`config.mk`:
```
export PLATFORM = sky130hd
export DESIGN_NAME = char_sched
export DESIGN_NICKNAME = d
export VERILOG_FILES = /design/src/rtl/char_sched_pkg.sv /design/src/rtl/char_fifo.sv /design/src/rtl/char_sched.sv
export SDC_FILE = /design/constraint.sdc
export NUM_CORES = 1
export LEC_CHECK = 0
export CELL_PAD_IN_SITES_DETAIL_PLACEMENT = 1
export CELL_PAD_IN_SITES_GLOBAL_PLACEMENT = 1
export CORE_MARGIN = 1
export CORE_UTILIZATION = 52
export DETAILED_ROUTE_END_ITERATION = 7
export GPL_ROUTABILITY_DRIVEN = 0
export GPL_TIMING_DRIVEN = 0
export MAX_ROUTING_LAYER = met4
export PLACE_DENSITY = 0.81
export REMOVE_ABC_BUFFERS = 1
export SLEW_MARGIN = 20
export SYNTH_ARGS = -nofsm -noshare
export SYNTH_HDL_FRONTEND = slang
export SYNTH_HIERARCHICAL = 1
export SYNTH_SLANG_ARGS = --single-unit
```
`constraint.sdc`:
```
create_clock -name clk -period 9.5 [get_ports clk]
set_clock_uncertainty 0.05 [all_clocks]
set_input_delay 2.375 -clock clk [delete_from_list [all_inputs] [get_ports clk]]
set_output_delay 2.375 -clock clk [all_outputs]
set_load 0.005 [all_outputs]
```
`src/rtl/char_sched_pkg.sv`:
```
// Shared types and constants for the character scheduler: FSM states,
// the queued character event record and default pacing values.
package char_sched_pkg;

    typedef enum logic [1:0] {
        IDLE,
        ISSUE,
        GAP
    } sched_state_e;

    typedef struct packed {
        logic       bk;
        logic [7:0] ascii;
    } char_ev_t;

    localparam logic [7:0] RESET_CHAR        = 8'h20;
    localparam int         DEF_GAP_CYCLES    = 2500;
    localparam int         DEF_BK_GAP_CYCLES = 7500;

endpackage

```
`src/rtl/char_fifo.sv`:
```
// Small synchronous FIFO holding {bk, ascii} character events for one requester.
// A push while full is only accepted when a pop happens in the same cycle.
module char_fifo
    import char_sched_pkg::*;
#(
    parameter int DEPTH = 4
) (
    input  logic     clk,
    input  logic     reset,
    input  logic     push,
    input  logic     pop,
    input  char_ev_t din,
    output char_ev_t dout,
    output logic     empty,
    output logic     full
);

    localparam int AW = (DEPTH > 1) ? $clog2(DEPTH) : 1;
    localparam logic [AW:0]   FULL_COUNT = (AW + 1)'(DEPTH);
    localparam logic [AW-1:0] PTR_ONE    = AW'(1);
    localparam logic [AW:0]   CNT_ONE    = (AW + 1)'(1);

    logic [AW-1:0] wr_ptr_q;
    logic [AW-1:0] rd_ptr_q;
    logic [AW:0]   count_q;
    char_ev_t      mem_q [DEPTH];

    logic do_pop;
    logic do_push;

    assign empty   = (count_q == '0);
    assign full    = (count_q == FULL_COUNT);
    assign do_pop  = pop && !empty;
    assign do_push = push && (!full || do_pop);
    assign dout    = mem_q[rd_ptr_q];

    always_ff @(posedge clk) begin
        if (reset) begin
            wr_ptr_q <= '0;
            rd_ptr_q <= '0;
            count_q  <= '0;
        end else begin
            if (do_push) wr_ptr_q <= wr_ptr_q + PTR_ONE;
            if (do_pop)  rd_ptr_q <= rd_ptr_q + PTR_ONE;
            case ({do_push, do_pop})
                2'b10:   count_q <= count_q + CNT_ONE;
                2'b01:   count_q <= count_q - CNT_ONE;
                default: count_q <= count_q;
            endcase
        end
    end

    // Storage needs no reset; the pointers and count define what is valid.
    always_ff @(posedge clk) begin
        if (do_push) mem_q[wr_ptr_q] <= din;
    end

endmodule

```
`src/rtl/char_sched.sv`:
```
// Round-robin scheduler that paces character events from two requesters onto
// the shared ds/back_sp/ascii bus; sinks have no ready, so spacing is timed.
module char_sched
    import char_sched_pkg::*;
#(
    parameter int DEPTH         = 4,
    parameter int GAP_CYCLES    = DEF_GAP_CYCLES,
    parameter int BK_GAP_CYCLES = DEF_BK_GAP_CYCLES,
    parameter int CW            = 16
) (
    input  logic       clk,
    input  logic       reset,
    input  logic       req0_ds,
    input  logic       req0_bk,
    input  logic [7:0] req0_ascii,
    input  logic       req1_ds,
    input  logic       req1_bk,
    input  logic [7:0] req1_ascii,
    output logic       ds,
    output logic       back_sp,
    output logic [7:0] ascii_out,
    output logic       grant_id,
    output logic       busy,
    output logic       drop0,
    output logic       drop1
);

    localparam logic [CW-1:0] GAP_LOAD    = CW'(GAP_CYCLES - 1);
    localparam logic [CW-1:0] BK_GAP_LOAD = CW'(BK_GAP_CYCLES - 1);
    localparam logic [CW-1:0] CNT_ONE     = CW'(1);

    sched_state_e  state_q;
    logic [CW-1:0] cnt_q;
    logic          ds_q;
    logic          back_sp_q;
    logic [7:0]    ascii_q;
    logic          grant_q;
    logic          prio_q;
    logic          drop0_q;
    logic          drop1_q;

    char_ev_t din0, din1, dout0, dout1, grant_ev;
    logic     empty0, empty1, full0, full1;
    logic     pop0, pop1;
    logic     grant_valid, grant_sel;

    assign din0 = '{bk: req0_bk, ascii: req0_ascii};
    assign din1 = '{bk: req1_bk, ascii: req1_ascii};

    char_fifo #(.DEPTH(DEPTH)) u_fifo0 (
        .clk   (clk),
        .reset (reset),
        .push  (req0_ds),
        .pop   (pop0),
        .din   (din0),
        .dout  (dout0),
        .empty (empty0),
        .full  (full0)
    );

    char_fifo #(.DEPTH(DEPTH)) u_fifo1 (
        .clk   (clk),
        .reset (reset),
        .push  (req1_ds),
        .pop   (pop1),
        .din   (din1),
        .dout  (dout1),
        .empty (empty1),
        .full  (full1)
    );

    // prio_q only matters when both FIFOs hold work; otherwise serve whoever has it.
    always_comb begin
        grant_valid = (state_q == IDLE) && (!empty0 || !empty1);
        if (!empty0 && !empty1) grant_sel = prio_q;
        else                    grant_sel = empty0;
        pop0     = grant_valid && !grant_sel;
        pop1     = grant_valid && grant_sel;
        grant_ev = grant_sel ? dout1 : dout0;
    end

    always_ff @(posedge clk) begin
        if (reset) begin
            state_q   <= IDLE;
            cnt_q     <= '0;
            ds_q      <= 1'b0;
            back_sp_q <= 1'b0;
            ascii_q   <= RESET_CHAR;
            grant_q   <= 1'b0;
            prio_q    <= 1'b0;
            drop0_q   <= 1'b0;
            drop1_q   <= 1'b0;
        end else begin
            drop0_q <= req0_ds && full0 && !pop0;
            drop1_q <= req1_ds && full1 && !pop1;
            ds_q    <= 1'b0;
            case (state_q)
                IDLE: begin
                    if (grant_valid) begin
                        back_sp_q <= grant_ev.bk;
                        ascii_q   <= grant_ev.ascii;
                        grant_q   <= grant_sel;
                        prio_q    <= ~grant_sel;
                        ds_q      <= 1'b1;
                        state_q   <= ISSUE;
                    end
                end
                ISSUE: begin
                    cnt_q   <= back_sp_q ? BK_GAP_LOAD : GAP_LOAD;
                    state_q <= GAP;
                end
                GAP: begin
                    if (cnt_q == '0) state_q <= IDLE;
                    else             cnt_q   <= cnt_q - CNT_ONE;
                end
                default: state_q <= IDLE;
            endcase
        end
    end

    assign ds        = ds_q;
    assign back_sp   = back_sp_q;
    assign ascii_out = ascii_q;
    assign grant_id  = grant_q;
    assign drop0     = drop0_q;
    assign drop1     = drop1_q;
    assign busy      = (state_q != IDLE) || !empty0 || !empty1;

endmodule

```
==> flow_summary.json <==
{
  "cp_top_family": "simple AND/OR/NAND/NOR gates",
  "required_ns": 7.08,
  "instances_no_fill": 565,
  "p_sw_frac": 0.362,
  "dieArea_um2": 10300,
  "critPathLaunchType": "flip-flop",
  "cp_data_arrival_time_ns": 2.53,
  "drc_errors": 0,
  "worst_path_largest_cell_delay_ns": 0.52,
  "async_flop_share": 0,
  "netlist.top_cell.by_area": "edfxtp_1",
  "ys_seq_area_frac": 0.613,
  "clkTransAtPathRegs_ns": 0.06,
  "htree_levels": 4,
  "antenna_found_initial": 0,
  "rows": 36,
  "syn_area_um2": 5160,
  "netlist_top_cells_count": "edfxtp_1, dfxtp_1, nor2_1",
  "grt_overflow": 0,
  "start_util": 0.533,
  "cap_violations": 0,
  "finalPower_mw": 2.11,
  "postRouteAntennaNets": 0,
  "post_cts_buffers": 0,
  "synth-edff-count": 72,
  "worst_slew_pin_slew_ns": 0.825,
  "drt_iter0_markers": 161,
  "syn_to_final_growth_pct": 21.0,
  "grt_pass1_wl_mm": 19.2,
  "path_cells": "nor3_1 -> inv_1 -> or4_1 -> clkdlybuf4s50_1",
  "ys_types": 60,
  "synthCells": 377,
  "p_seq_frac": 0.363,
  "wl_per_cell_um": 22.1,
  "clock-root-buffer": "clkbuf_8",
  "synthFlopType": "edfxtp_1",
  "post_cts_resized": 0,
  "intPower_mw": 1.35,
  "worst_path_max_delay_cell": "nor3_1",
  "cts_buffer_depth": 2,
  "cts_tree": "yes",
  "fp.coreArea_um2": 9680,
  "synth_top_area_frac": 0.419,
  "vdd_drop_max_mv": 0.164,
  "fmax_mhz": 202,
  "tns_ns": 0,
  "drive_above_1_share": 0.204,
  "worstSetupPathType": "reg -> out",
  "critPathBufInv": 2,
  "n_fill_cell": 913,
  "fp.dieH_um": 102,
  "place_inst": 533,
  "combPwrFrac": 0.330,
  "cts.sinks": 122,
  "worstPathMaxFanout": 5,
  "synthTopCellsByArea": "edfxtp_1, dfxtp_1, mux4_2",
  "timing.slew.headroom": 0.450,
  "p_switching_uw": 764,
  "num_vias": 3252,
  "grt_pass1_vias": 3473,
  "antenna_cells": 0,
  "drv_slew": 0,
  "status": "finished, final reports clean",
  "yosys_warnings": 6,
  "min_path_type": "reg -> reg",
  "grt_max_degree": 29,
  "dpl.hpwl_mm": 7.84,
  "io_pins": 36,
  "grt_use_total": 0.277,
  "synth.most_common_cell": "edfxtp_1",
  "rsz0062_at_grt": "false",
  "syn_avg_cell_area_um2": 13.7,
  "vias_per_cell": 5.76,
  "clock_latency_ns": 0.53,
  "holdBufCountCts": 0,
  "clockPowerShare": 0.307,
  "cts_buffers": 17,
  "hold_viol": 0,
  "fin_nets": 454,
  "synth_seq_cells": 122,
  "fin_crit_sh": 0.522,
  "fin_crit_ns": 4.95,
  "die_w_um": 102,
  "power.density_nw_per_um2": 338,
  "port_buffers": 35,
  "p_leak_nw": 2.24,
  "dr.pass1.iters": 8,
  "setup_viol": 0,
  "critPathCaptureType": "output pin",
  "wirelength_mm": 12.5
}
cells in the final DEF, fill, tap and decap left out, types with 3 or more instances in the layout:
master           count
clkinv_4             3
or3_1                4
clkdlybuf4s50_1     34
dfxtp_1             50
a222oi_1             8
nand2_1             17
nor2_1              34
nand4_1              3
edfxtp_1            72
and3_1               3
nor4_1               4
inv_6                5
nor3_1               9
mux2i_1              7
nand2b_1             8
a21oi_1             12
nand3_1              5
o21ai_0              5
mux4_2              18
ha_1                11
buf_2                3
and2_2               8
nor3b_1              3
inv_8                4
xor2_1               6
clkbuf_16           16
or2_2                5
inv_1               22
kinds of logic (layout without fill, tap and decap cells):
group	Yosys count	count (layout)	share of synthesized area
XOR/XNOR	6	6	0.0102
AND/OR/NAND/NOR	121	121	0.137
multiplexers	29	29	0.102
adder cells (fa/ha/maj)	13	13	0.0344
AO/OA/AOI/OAI	49	49	0.0744
flip-flops	122	122	0.613
buffers and inverters	37	92	0.0293
cell type report:
| type | count | area [µm²] | share of cell area |
|---|---|---|---|
| clock inverter | 15 | 179 | 0.0287 |
| sequential | 122 | 3160 | 0.507 |
| clock buffer | 17 | 414 | 0.0663 |
| inverter | 22 | 82.6 | 0.0132 |
| tap | 133 | 166 | 0.0266 |
| timing repair buffer | 38 | 383 | 0.0613 |
| multi-input combinational | 218 | 1860 | 0.297 |
metal layers:
layer  GRT usage  up-vias  wire length [µm]
met5           -        -                 0
met4       0.132        0               393
met3      0.0787       24               436
met2       0.459       85              6450
met1       0.309     1637              5210
li1            -     1506                 -
flip-flops by register name, summed over array words and instances (netlist names), 2 cells and up, named ones only:
register,cells
u_fifo1/mem_q,36
u_fifo0/rd_ptr_q,2
u_fifo1/wr_ptr_q,2
u_fifo0/wr_ptr_q,2
cnt_q,16
ascii_out,8
state_q,2
u_fifo0/mem_q,36
u_fifo1/rd_ptr_q,2
u_fifo0/count_q,3
u_fifo1/count_q,3
power groups by stage:
stage	clock [mW]	combinational, mW	sequential (mW)
3_5_place_dp	0	0.681	0.773
2_1_floorplan	0	0.475	0.742
3_3_place_gp	0	0.634	0.764
6_report	0.648	0.698	0.766
4_1_cts	0.657	0.701	0.767
5_1_grt	0.680	0.760	0.780
final timing paths:
| check | cells after the start | slack [ns] | to | from |
|---|---|---|---|---|
| max reg2reg | 11 | 5.75 | u_fifo1/count_q[2] | u_fifo0/count_q[0] |
| min reg2reg | 2 | 0.45 | cnt_q[10] | cnt_q[10] |
| max | 4 | 4.55 | busy | u_fifo1/count_q[1] |
| min | 2 | 0.45 | cnt_q[10] | cnt_q[10] |
through the flow:
step | util | hold WS, ns | setup WS [ns] | cell area [µm²]
2_1_floorplan | - | 0.402 | 5.52 | 5090
3_3_place_gp | 0.579 | 0.421 | 4.20 | 5610
3_5_place_dp | 0.584 | 0.440 | 4.92 | 5650
4_1_cts | 0.645 | 0.450 | 4.55 | 6240
5_1_grt | 0.645 | 0.465 | 4.50 | 6240
6_report | 0.645 | 0.451 | 4.55 | 6240
worst reg2reg max path, delay by kind of cell (launching register included):
kind | cells | cell delay [ns]
compound gates | 4 | 1.65
xor+xnor | 1 | 0.17
fa+ha+maj | 2 | 0.63
buf+inv | 2 | 0.21
flops | 1 | 0.42
simple gates | 2 | 0.55
Note: power is estimated with default switching activity, not from simulation.
